$ cat src/rtl/mul_add.sv
// mul_add: sequential multiply-accumulate, Result = A*B + C.
// Rebuilds a dividend from quotient (A), divisor (B) and remainder (C) with a
// radix-2 shift-add loop: one multiplier bit per clock, WIDTH iterations, then
// a single finishing edge that folds in the addend and flags overflow.
// It uses the same start/done/busy handshake as the other multi-cycle ALU units.
module mul_add #(
  parameter int WIDTH = 32
) (
  input  logic             clk,
  input  logic             reset,      // asynchronous, active-low
  input  logic             start,
  input  logic [WIDTH-1:0] A,
  input  logic [WIDTH-1:0] B,
  input  logic [WIDTH-1:0] C,
  output logic [WIDTH-1:0] Result,
  output logic             overflow,
  output logic             done,
  output logic             busy
);

  // The counter only has to reach WIDTH-1. Keep at least one bit so the
  // declaration stays legal for WIDTH=1.
  localparam int CNT_W = (WIDTH > 1) ? $clog2(WIDTH) : 1;
  localparam logic [CNT_W-1:0] LAST_ITER = CNT_W'(WIDTH - 1);

  typedef enum logic [1:0] {
    IDLE   = 2'd0,
    CALC   = 2'd1,
    FINISH = 2'd2
  } state_t;

  state_t               r_state;
  state_t               w_next_state;

  logic [2*WIDTH-1:0]   r_acc;       // running partial-product sum
  logic [2*WIDTH-1:0]   r_mcand;     // multiplicand, shifted left each iteration
  logic [WIDTH-1:0]     r_mplier;    // multiplier, shifted right each iteration
  logic [WIDTH-1:0]     r_addend;
  logic [CNT_W-1:0]     r_cnt;

  logic [2*WIDTH-1:0]   w_acc_next;
  logic [2*WIDTH:0]     w_sum;

  // Any bit at or above WIDTH means the true result does not fit in Result.
  function automatic logic carry_out(input logic [2*WIDTH:0] s);
    return |s[2*WIDTH:WIDTH];
  endfunction

  // Conditionally add the shifted multiplicand when the current multiplier
  // bit is set. The add is full 2*WIDTH wide, so nothing is lost before
  // FINISH.
  assign w_acc_next = r_mplier[0] ? (r_acc + r_mcand) : r_acc;

  // The final sum carries one extra bit, so a carry out of the
  // acc + addend add is seen by the overflow check.
  assign w_sum = {1'b0, r_acc} + {{(WIDTH + 1){1'b0}}, r_addend};

  assign busy = (r_state != IDLE);

  // State register; reset aborts any operation in flight.
  always_ff @(posedge clk or negedge reset) begin
    if (!reset) r_state <= IDLE;
    else        r_state <= w_next_state;
  end

  // Next-state logic: start is honoured only in IDLE, so it is ignored while busy.
  always_comb begin
    w_next_state = r_state;
    case (r_state)
      IDLE:    if (start) w_next_state = CALC;
      CALC:    if (r_cnt == LAST_ITER) w_next_state = FINISH;
      FINISH:  w_next_state = IDLE;
      default: w_next_state = IDLE;
    endcase
  end

  // Datapath: capture operands on the accepting edge, then one shift-add step per CALC edge.
  always_ff @(posedge clk or negedge reset) begin
    if (!reset) begin
      r_acc    <= '0;
      r_mcand  <= '0;
      r_mplier <= '0;
      r_addend <= '0;
      r_cnt    <= '0;
    end else begin
      case (r_state)
        IDLE: begin
          if (start) begin
            r_mplier <= A;
            r_mcand  <= {{WIDTH{1'b0}}, B};
            r_addend <= C;
            r_acc    <= '0;
            r_cnt    <= '0;
          end
        end
        CALC: begin
          r_acc    <= w_acc_next;
          r_mcand  <= r_mcand << 1;
          r_mplier <= r_mplier >> 1;
          r_cnt    <= r_cnt + 1'b1;
        end
        default: begin
          // FINISH only reads the accumulator and addend; nothing to update.
        end
      endcase
    end
  end

  // Outputs: Result/overflow update only on the FINISH edge and hold
  // otherwise. done is high for exactly the one cycle after FINISH.
  always_ff @(posedge clk or negedge reset) begin
    if (!reset) begin
      Result   <= '0;
      overflow <= 1'b0;
      done     <= 1'b0;
    end else begin
      done <= (r_state == FINISH);
      if (r_state == FINISH) begin
        Result   <= w_sum[WIDTH-1:0];
        overflow <= carry_out(w_sum);
      end
    end
  end

endmodule

$ cat config.mk
export PLATFORM = sky130hd
export DESIGN_NAME = mul_add
export DESIGN_NICKNAME = d
export VERILOG_FILES = /design/src/rtl/mul_add.sv
export SDC_FILE = /design/constraint.sdc
export NUM_CORES = 1
export LEC_CHECK = 0
export CORE_ASPECT_RATIO = 0.6
export CORE_MARGIN = 1
export CORE_UTILIZATION = 55
export DETAILED_ROUTE_END_ITERATION = 7
export PLACE_DENSITY = 0.81
export SLEW_MARGIN = 0
export SYNTH_ARGS = -nofsm -noshare
export SYNTH_HDL_FRONTEND = slang
export SYNTH_SLANG_ARGS = --single-unit
$ cat constraint.sdc
create_clock -name clk -period 3.7 [get_ports clk]
set_clock_uncertainty 0.1 [all_clocks]
set_input_delay 0.925 -clock clk [delete_from_list [all_inputs] [get_ports clk]]
set_output_delay 0.925 -clock clk [all_outputs]
set_load 0.05 [all_outputs]
## After elaboration in Yosys (flattened, before gate mapping)

Index checks and enable logic that the tools add are counted.

- Memories: 0
- RAM bits: 0
- Logic and storage cells: 38
- Bits in latches: 0
- Register bits: 233
- Memory bits (read-only): 0
- Input bits: 99

- Add/subtract/negate cells: 3
- Muxes and demuxes: 12
- Multiply operators: 0
- Shift operators: 0
- Div/mod/pow operators: 0
- Magnitude comparators: 0
- Reduce and logical (&&, ||, !) cells: 8
- Equality and inequality tests: 6
- Bitwise gates (word level): 0

Operator list:

| kind | number |
|---|---|
| $pmux W64 S2 | 2 |
| $mux W64 | 3 |
| $add A64 B32 Y65 | 1 |
| $add A64 B64 Y64 | 1 |
| $pmux W32 S2 | 1 |
| $reduce_or A33 Y1 | 1 |
| $mux W32 | 1 |
| $pmux W5 S2 | 1 |
| $ne A2 B2 Y1 const B | 3 |
| $reduce_and A2 Y1 | 3 |
| $add A5 B1 Y5 const B | 1 |
| $eq A5 B5 Y1 const B | 1 |
| $mux W5 | 1 |
| $mux W2 | 2 |
| $pmux W2 S2 | 1 |
| $reduce_bool A2 Y1 | 2 |
| $reduce_and A3 Y1 | 1 |
| $eq A2 B1 Y1 const B | 1 |
| $eq A2 B2 Y1 const B | 1 |
| $logic_not A2 Y1 | 1 |

## Longest topological paths before layout

- Depth after elaboration: 3
- Depth in mapped cells: 13

## Worst setup path before layout

Ideal clock, no wire load.

- Path kind: register to register
- From: register r_acc[29]
- To: register overflow
- Arrival time: 3.157 ns
- Setup time: 0.149 ns
- Slack: 0.293 ns
- Buffers on the path: 1
- Cell stages (with the launch flop): 14
- Data required time: 3.451 ns
- Cell sequence: dfrtp_1 -> ha_1 -> buf_2 -> a21oi_1 -> o21ai_0 -> a21oi_1 -> o32ai_1 -> a2111oi_0 -> nand4_1 -> nor4bb_1 -> nand4b_1 -> or4_1 -> nor4_1 -> a41oi_1

- Longest elaborated chain between the ends: 2

RTL lines:

| what | RTL line | text |
|---|---|---|
| from (decl) | 35 | `logic [2*WIDTH-1:0] r_acc;` |
| from (signal assigned) | 97 | `r_acc <= w_acc_next;` |
| $add A64 B32 Y65 | 56 | `assign w_sum = {1'b0, r_acc} + {{(WIDTH + 1){1'b0}}, r_addend};` |
| $reduce_or A33 Y1 | 46 | `return \|s[2*WIDTH:WIDTH];` |
| to (signal assigned) | 120 | `overflow <= carry_out(w_sum);` |
| to (decl) | 16 | `output logic overflow,` |

Every way passes these cells.
A chain may end at the register's enable or synchronous reset.

## Final worst setup path

- From: register r_acc[0]
- To: register overflow

Same word-level chain as after synthesis.

==> run metrics <==
status complete, no violations; routed vias/inst 6.23; initial antenna violation count 0; slew margin rel. 28.8%; Synth Area per Inst 8.06 um^2; CP Max Fanout 4; number of clock sinks 233; DR DRC count 0; final hold vios 0; first-pass GRT wire length 81.5 mm; RSZ-0062 raised after global routing yes; Vias 15562; Reg clk slew, reported paths 0.07 ns; antenna cell count 0; Post-synth EDFFs 0; WP data required 4.02 ns; pins over their slew limit 0; die area 0.0285 mm^2; top-area cell type share of the netlist area 38.2%; worst-margin pin slew 1.07 ns; Routed Wire Length 52.7 mm; Skew-Pair Late Insertion Delay 0.56 ns; hold slack final 0.216 ns; RePlAce Congestion 1.02; global-route usage over all layers 37.1%; H-tree depth 1; FILL cells 2132; Routed WL per cell 21.1 um; synth top area cells dfrtp_1 (38%), nand2_1 (9.0%), ha_1 (7.9%); CTS tree yes; Finish-stage setup viols 0; final net count 2319; Num CTS Buffers 24; I/O pins 134; largest net degree at the start of global routing 104; Max Clk Rate 0.275 GHz; hpwl dp 40.1 mm; # Max-Cap Violations 0; Int Power 0.0110 W; VDD IR max 0.611 mV; Congestion Overflow GR 0; I/O Buffers 133; area grow syn2layout 24.6%; HP Class in -> async; pwr dens 1130 mW/mm^2; Mapped Cells 1894; YS warnings 0; Post-Syn Area 0.0153 mm^2; Tmin final 3.64 ns; row cnt 46; Setup crit start kind flip-flop; Synth area leader dfrtp_1; height of the die 131 um; Comb pwr share 64.8%; Switching Share 48.9%; Starting Density 56.9%; CTS root buffer clkbuf_16; layout cells sized above 1 12.8%; asr flop ratio synth 100%; first-pass iteration count of the detailed router 6; Die W 217 um; Clock Path Buffers 3; critical path endpoint category flip-flop; fin crit share 98.3%; Core Box Area 0.0268 mm^2; Seq/Total Area, Yosys 38.2%; post-layout util 71.0%; part of the power in registers 22.9%; register bit total from synthesis 233; Cell variety after synth 77; P_sw 0.0105 W; Leak 8.59 nW; Syn Nets 2092; Routed Antenna Nets 0; Clk pwr share 12.3%; arrival time worst endpoint 3.96 ns; Main synth FF type dfrtp_1; kind of critical path reg -> reg; Starting DRT DRC Count 1707; vias in the first global route 14463
-- cell families after synthesis --
group | count (synthesis) | share of synthesized area, %
flip-flops | 233 | 38.2
buffers and inverters | 134 | 3.45
XOR/XNOR | 95 | 5.45
multiplexers | 4 | 0.279
adder cells (fa/ha/maj) | 99 | 8.21
AO/OA/AOI/OAI | 571 | 22.7
AND/OR/NAND/NOR | 758 | 21.7
-- flip-flops by register name (all words and copies together) (netlist names) --
signal and flops:
done 1, r_addend 32, r_mplier 32, Result 32, r_mcand 64, overflow 1
r_cnt 5, r_acc 64, r_state 2
-- critical path, cell delays in order, from the launching register on --
cell and delay (ns):
dfrtp_1 0.42, ha_2 0.25, fa_1 0.22, a211oi_2 0.10
o21ai_1 0.21, a31oi_2 0.16, buf_4 0.17, o41a_1 0.37
o31a_1 0.35, o311a_1 0.16, a31o_2 0.21, or4_1 0.42
nor4_2 0.21, a41oi_1 0.15
-- what timing repair did --
action,in CTS,in global routing
endpoints found under the hold margin,0,0
pin swaps,0,8
gates cloned,0,0
endpoints found under the setup margin,3,15
buffers inserted,0,2
gates resized for setup,9,35
hold buffers,0,0
-- layer usage --
metal	wire (um)	global-route usage (%)	vias to the layer above
li1	-	-	7207
met3	6860	11.9	77
met2	20300	51.1	818
met5	0	0	-
met4	904	6.84	0
met1	24600	56.4	7460
-- power groups by stage --
stage / Clock, W / Combinational, W / Sequential, W
5_1_grt: 0.00275 / 0.0151 / 0.00501
2_1_floorplan: 0 / 0.00861 / 0.00456
3_3_place_gp: 0 / 0.0129 / 0.00481
4_1_cts: 0.00267 / 0.0133 / 0.00483
6_report: 0.00264 / 0.0139 / 0.00493
3_5_place_dp: 0 / 0.0132 / 0.00486
-- layout by cell type (no fill, tap or decap), drive strengths merged, types with 27 or more instances in the layout --
master and n:
o21ai 199, ha 97, xnor2 50, nor2 201
nand3 37, inv 27, clkdlybuf4s50 132, clkbuf 31
xor2 45, o22ai 65, buf 177, nand2 367
a21oi 124, a21o 54, nand4 44, dfrtp 233
-- through the flow --
| step | cells | total power, W | setup TNS (ns) | worst slack [ns] | cell area [um^2] |
|---|---|---|---|---|---|
| 6_report | 2499 | 0.0215 | 0 | 0.0615 | 19000 |
| 3_5_place_dp | 2453 | 0.0181 | -0.232 | -0.0944 | 18000 |
| 5_1_grt | 2499 | 0.0229 | -0.134 | -0.134 | 19000 |
| 2_1_floorplan | 1894 | 0.0132 | 0 | 0.293 | 15300 |
| 4_1_cts | 2497 | 0.0208 | 0 | 0.00542 | 18900 |
| 3_3_place_gp | 2453 | 0.0177 | -0.165 | -0.101 | 18000 |
-- worst paths after layout --
kind                                       start                 endpoint  slack [ns]  cells after the start
max                         r_acc[0]$_DFFE_PN0P_     overflow$_DFFE_PN0P_        0.06                     13
min                                        reset   Result[31]$_DFFE_PN0P_        0.22                      1
max reg2reg                 r_acc[0]$_DFFE_PN0P_     overflow$_DFFE_PN0P_        0.06                     13
min reg2reg                Result[0]$_DFFE_PN0P_    Result[0]$_DFFE_PN0P_        0.37                      2
max in group asynchronous                  reset  r_addend[8]$_DFFE_PN0P_        2.41                      2
min in group clk           Result[0]$_DFFE_PN0P_    Result[0]$_DFFE_PN0P_        0.37                      2
-- synthesized netlist by cell type, types with 14 or more instances --
cell type  count
nand4_1       43
nor2b_1       14
nand2_1      367
nand3_1       37
nor2_1       200
xnor2_1       50
a211oi_1      20
a21o_1        54
o21bai_1      14
inv_1         26
dfrtp_1      233
o22ai_1       65
a31oi_1       14
clkbuf_1      84
xor2_1        45
a21oi_1      124
o21ai_0      198
ha_1          97
nor3_1        21
-- area by class of cell --
type	count	area [um^2]	area share [%]
inverter	26	97.6	0.513
timing repair buffer	309	2710	14.2
sequential	233	5830	30.6
multi-input combinational	1527	9090	47.8
clock inverter	13	204	1.07
clock buffer	31	647	3.40
tap	360	450	2.37
(Power assumes the default switching activity.)
